## config.mk

```make
export PLATFORM = sky130hd
export DESIGN_NAME = aes_key_fetch
export DESIGN_NICKNAME = d
export VERILOG_FILES = /design/src/rtl/aes_key_fetch.sv
export SDC_FILE = /design/constraint.sdc
export NUM_CORES = 1
export LEC_CHECK = 0
export ABC_AREA = 1
export BUFFER_PORTS_ARGS = -buffer_cell sky130_fd_sc_hd__buf_2
export CORE_AREA = 2 2 302 304
export CTS_CLUSTER_SIZE = 28
export DETAILED_ROUTE_END_ITERATION = 6
export DIE_AREA = 0 0 304 306
export HOLD_SLACK_MARGIN = 0.08
export PLACE_DENSITY = 0.48
export SLEW_MARGIN = 20
export SYNTH_ARGS = -nofsm -noshare
export SYNTH_HDL_FRONTEND = slang
export SYNTH_SLANG_ARGS = --single-unit
```

## constraint.sdc

```tcl
create_clock -name inClk -period 1.9 [get_ports inClk]
set_clock_uncertainty 0.1 [all_clocks]
set_input_delay 0.19 -clock inClk [delete_from_list [all_inputs] [get_ports inClk]]
set_output_delay 0.19 -clock inClk [all_outputs]
set_load 0.01 [all_outputs]
```

## src/rtl/aes_key_fetch.sv

```systemverilog
// Read-side controller for the AES-XTS-256 key memory: fetches the data/tweak
// key pair of a slot and presents it through a valid/ready handshake, with a one-entry slot cache.
module aes_key_fetch #(
   parameter int KEY_W  = 256,
   parameter int ADDR_W = 4
) (
   input  logic              inClk,
   input  logic              inRstN,
   input  logic              inReqValid,
   input  logic [ADDR_W-2:0] inReqSlot,
   output logic              outReqReady,
   input  logic              inInvalidate,
   output logic              outMemRd,
   output logic [ADDR_W-1:0] outMemAddr,
   input  logic [KEY_W-1:0]  inMemData,
   output logic              outKeyValid,
   input  logic              inKeyReady,
   output logic [KEY_W-1:0]  outDataKey,
   output logic [KEY_W-1:0]  outTweakKey,
   output logic [ADDR_W-2:0] outKeySlot
);

   typedef enum logic [2:0] {
      IDLE,
      RD0,
      RD1,
      CAP,
      HOLD
   } fetchStateT;

   fetchStateT        state;
   fetchStateT        nextState;

   logic [ADDR_W-2:0] reqSlot;
   logic [ADDR_W-2:0] cachedSlot;
   logic              cacheValid;
   logic              invPending;
   logic              reqReady;
   logic [ADDR_W-1:0] memAddr;
   logic [KEY_W-1:0]  dataKey;
   logic [KEY_W-1:0]  tweakKey;
   logic [ADDR_W-2:0] keySlot;

   logic              accept;
   logic              cacheHit;

   assign accept   = inReqValid & reqReady;
   assign cacheHit = cacheValid & (inReqSlot == cachedSlot) & ~inInvalidate;

   // NOTE: reset is synchronous, so it is tested only inside the clocked block, never in the sensitivity list.
   always_ff @(posedge inClk) begin
      if (!inRstN) begin
         state <= IDLE;
      end else begin
         state <= nextState;
      end
   end

   // NOTE: combinational blocks assign a default first so no path leaves a signal unassigned (no latch).
   always_comb begin
      nextState = state;
      case (state)
         IDLE: begin
            if (accept) begin
               nextState = cacheHit ? HOLD : RD0;
            end
         end
         RD0:  nextState = RD1;
         RD1:  nextState = CAP;
         CAP:  nextState = HOLD;
         HOLD: begin
            if (inKeyReady) begin
               nextState = IDLE;
            end
         end
         default: nextState = IDLE;
      endcase
   end

   // The key output registers double as the cache data: whenever the cache is valid,
   // the last delivered pair is exactly the cached slot's pair.
   // NOTE: all clocked state uses non-blocking assignments so every register samples pre-edge values.
   always_ff @(posedge inClk) begin
      if (!inRstN) begin
         reqSlot    <= '0;
         cachedSlot <= '0;
         cacheValid <= 1'b0;
         invPending <= 1'b0;
         reqReady   <= 1'b0;
         memAddr    <= '0;
         dataKey    <= '0;
         tweakKey   <= '0;
         keySlot    <= '0;
      end else begin
         reqReady <= (nextState == IDLE);

         if (state == IDLE && accept) begin
            reqSlot    <= inReqSlot;
            invPending <= 1'b0;
            if (!cacheHit) begin
               memAddr <= {inReqSlot, 1'b0};
            end
         end

         if (state == RD0) begin
            memAddr <= {reqSlot, 1'b1};
         end

         if (state == RD1) begin
            dataKey <= inMemData;
         end

         // A write to key memory during the fetch makes the pair stale for caching purposes.
         if ((state == RD0 || state == RD1 || state == CAP) && inInvalidate) begin
            invPending <= 1'b1;
         end

         if (state == CAP) begin
            tweakKey   <= inMemData;
            keySlot    <= reqSlot;
            cachedSlot <= reqSlot;
            cacheValid <= ~(invPending | inInvalidate);
         end else if (inInvalidate) begin
            cacheValid <= 1'b0;
         end
      end
   end

   always_comb begin
      outReqReady = reqReady;
      outMemRd    = (state == RD0) || (state == RD1);
      outMemAddr  = memAddr;
      outKeyValid = (state == HOLD);
      outDataKey  = dataKey;
      outTweakKey = tweakKey;
      outKeySlot  = keySlot;
   end

endmodule

```

### Word level (Yosys, flattened, before mapping)

Cells that the tools add are included.

* flip-flop bits (word level): 528
* input port bits: 264
* output and inout bits: 522
* word-level logic and storage cells: 42

* equality and inequality tests: 6
* multiplexer cells: 11
* bitwise operators: 6
* reduce and logical (&&, ||, !) cells: 10

Operators with widths (count)
* $pmux 3 s5: 1
* $mux 4: 3
* $mux 3: 3
* $eq 3x2->1 const B: 2
* $logic_not 3->1: 2
* $reduce_bool 2->1: 3
* $mux 1: 4
* $and 1x1->1: 3
* $eq 3x1->1 const B: 1
* $eq 3x3->1: 1
* $eq 3x3->1 const B: 1
* $logic_and 1x1->1: 2
* $logic_or 1x1->1: 2
* $ne 2x1->1 const B: 1
* $not 1->1: 2
* $reduce_and 2->1: 1
* $or 1x1->1: 1

### Longest topological paths before layout

* word-level depth: 7
* depth in mapped cells: 8
* mapped depth without buffers: 8

### Worst setup path before layout

No wires, ideal clock.

* kind: flip-flop to flip-flop
* start: register state[0]
* end: register tweakKey[148] (netlist: outTweakKey[148])
* setup time: 0.116 ns
* arrival time: 1.120 ns
* required time: 1.684 ns
* setup slack: 0.564 ns
* stages on the path, launching flop included: 7
* path buffers: 3
* clock period less this slack: 1.336 ns
* cells stage by stage: dfxtp_1 nand3_2 buf_6 buf_6 clkbuf_2 o21ai_0 nor2_1

* cells in the longest elaborated chain, start to end: 1

Ends and longest elaborated chain
* start: declaration: line 31 `fetchStateT state;`
* start signal: assignment: line 55 `state <= nextState;`
* $eq 3x2->1: line 118 `if (state == CAP) begin`
* end signal: assignment: line 119 `tweakKey <= inMemData;`
* end: declaration: line 41 `logic [KEY_W-1:0] tweakKey;`

Every way passes these cells.
A chain may end at the register's enable or synchronous reset.

### Worst setup path in the final report

* start: register state[0]
* end: output outKeyValid

* cells in the longest elaborated chain, start to end: 1

Ends and longest elaborated chain
* $eq 3x3->1: line 133 `outKeyValid = (state == HOLD);`
* end: declaration: line 16 `output logic outKeyValid,`

Every way passes these cells.

==> results.py <==
metrics = {
    "cts": {
        "clk_pin_slew_worst_paths_ns": 0.07,
        "clock_latency_ns": 0.61,
        "cts_buffers": 60,
        "clock_path_buffers": 3,
        "cts_tree": "yes",
        "cts_num_sinks": 528,
        "cts_root_buf": "clkbuf_16",
        "h-tree-depth": 2,
    },
    "drt": {
        "wl_per_cell_um": 15.62,
        "antenna_left": 0,
        "wl_mm": 71.57,
        "drc": 0,
        "first_pass_iters": 5,
        "vias": 18650,
        "first_iter_violations": 911,
        "drt-vias-per-instance": 4.072,
    },
    "sta": {
        "slew_headroom_pct": 51.65,
        "worstMarginPinSlew_ns": 0.7253,
        "finalHoldViolCount": 0,
        "fmax_mhz": 533.8,
        "setup_ws_ns": 0.02649,
        "maxSlewViolCount": 0,
        "rsz0062_at_grt": "yes",
        "min_period_over_period_pct": 98.61,
        "finalCriticalPeriod_ns": 1.874,
        "setup_violations": 0,
        "hold_ws_ns": 0.2727,
    },
    "placed_design": {
        "post-place-ws_ns": 0.1663,
        "placedInstanceArea_um2": 23970,
        "dp_hpwl_mm": 52.18,
        "io_buffers": 785,
        "gp_congestion": 0.8152,
    },
    "synthesis": {
        "ys_seq_area_share_pct": 56.86,
        "yosys_warnings": 0,
        "post_synth.cell_area_avg_um2": 7.989,
        "synth.distinct_cells": 16,
        "ys_seq_elements": 528,
        "syn_inst": 2327,
        "syn_area_um2": 18590,
        "syn_nets": 2591,
    },
    "worst_setup_path": {
        "reg2reg_slack_ns": 0.09,
        "path_class": "reg2out",
        "crit_slowest_cell": "dfxtp_4",
        "crit_path_start_kind": "register",
        "endpoint_kind": "primary output",
        "critPathMaxStageDelay_ns": 0.38,
        "cp_max_fo": 7,
        "required_ns": 1.61,
        "r2r_cells": 6,
        "cp_cell_sequence": "nor2_1, nand2_1, inv_1, buf_2",
        "critPathArrivalTime_ns": 1.58,
    },
    "cells_and_area": {
        "syn2layout_area_growth_pct": 54.88,
        "antennaDiodeCount": 0,
        "drive_above_1_share_pct": 28.55,
        "final_nets": 3619,
        "final_common_cell": "buf_2",
        "final_cell_mix": "buf_2 (783), nor2_1 (526), dfxtp_1 (526), o21ai_0 (483)",
        "fin_area_um2": 28790,
        "fin_util_pct": 32.14,
    },
    "worst_hold_path": {
        "holdCritPathClass": "in2reg",
        "min_path_cells": 4,
    },
    "floorplanning": {
        "initial_core_util_pct": 20.75,
        "rows": 110,
        "fp.coreArea_um2": 89600,
        "pin_count": 786,
        "die_w_um": 304,
        "dieArea_um2": 93020,
        "die_h_um": 306,
    },
    "pwr": {
        "power_density_nw_per_um2": 1002,
        "leakage_nw": 12.76,
        "ir_drop_mv": 0.5458,
        "power_mw": 28.86,
    },
    "global_routing": {
        "grt_pass1_wl_mm": 107.5,
        "grt_pass1_vias": 18040,
        "antenna_found_initial": 1,
        "grt_overflow": 0,
        "track_usage_pct": 14.58,
        "grt_max_degree": 131,
    },
    "job": {
        "cap_violations": 0,
    },
    "outcome": {
        "outcome": "finished clean",
    },
}
## sequential cells by signal, indices dropped and copies added (netlist names)
register and flops:
cacheValid 1, invPending 1, outDataKey 256, outKeySlot 3
outMemAddr 4, outReqReady 1, outTweakKey 256, reqSlot 3
state 3
## final cells by class
class / count / area, um2
Clock buffer: 91 / 1790
Clock inverter: 21 / 206.4
Fill cell: 9659 / 60810
Inverter: 274 / 1039
Multi-Input combinational cell: 1353 / 6128
Sequential cell: 528 / 10580
Tap cell: 1176 / 1471
Timing Repair Buffer: 1138 / 7582
## through the flow
stage          setup TNS, ns  instances
6_report                   0       4581
5_1_grt              -0.1029       4581
4_1_cts             -0.01617       4576
3_5_place_dp               0       4190
3_3_place_gp               0       4190
2_1_floorplan              0       2327
## layer usage
layer  global-route usage, %  wire (um)  vias to the layer above  part of all wire (%)
met4                   5.577       2775                        0                   3.9
li1                        -          -                     9508                     -
met2                   25.10      34430                      557                    48
met1                   17.03      29400                     8450                    41
met5                       0          0                        -                     0
met3                   4.306       4969                      137                   6.9
## critical path, delay by kind of cell, from the launching register on
family / cells / cell delay [ns]
and+or+nand+nor: 2 / 0.32
DFF: 1 / 0.38
buffers and inverters: 2 / 0.27
## cells in the mapped netlist
master | count | area share [%]
a21oi_1 | 269 | 7.2
buf_2 | 48 | 1.3
buf_4 | 44 | 1.8
buf_6 | 2 | 0.12
clkbuf_1 | 68 | 1.4
clkbuf_2 | 10 | 0.27
dfxtp_1 | 528 | 57
inv_1 | 272 | 5.5
inv_2 | 2 | 0.040
nand2_1 | 24 | 0.48
nand3_1 | 7 | 0.19
nand3_2 | 1 | 0.054
nand4_1 | 4 | 0.13
nor2_1 | 526 | 11
o21ai_0 | 484 | 13
o21ai_1 | 38 | 1.0
## timing repair
action                     4_1_cts  5_1_grt
hold endpoints to repair       528        0
pin swaps                        0        1
buffers inserted                 2        5
hold buffers                   271        0
setup endpoints to repair        2        8
gates resized for setup          8        2
cloned                           1        0
## where the power goes
group          leakage (nW)  switching [mW]  total, mW  internal (mW)
Clock                 0.982            4.85       11.7           6.89
Sequential             4.28           0.470       12.5           12.0
Combinational          7.50            2.65       4.66           2.02
Total                  12.8            7.96       28.9           20.9
## final timing paths
check,start,end
max reg2reg,state[2]$_SDFF_PN0_,outTweakKey[188]$_SDFFE_PN0P_
min reg2reg,outDataKey[178]$_SDFFE_PN0N_,outDataKey[178]$_SDFFE_PN0N_
max,state[0]$_SDFF_PN0_,outKeyValid
min,inMemData[14],outTweakKey[14]$_SDFFE_PN0P_
## kinds of logic (layout without fill, tap and decap cells)
group,count (synthesis),count (layout),share of synthesized area [%]
AOI/OAI and AO/OA,791,791,21.29
and+or+nand+nor,562,562,11.48
DFF,528,528,56.86
buffers and inverters,446,1524,10.36
Note: power is estimated with default switching activity, not from simulation.
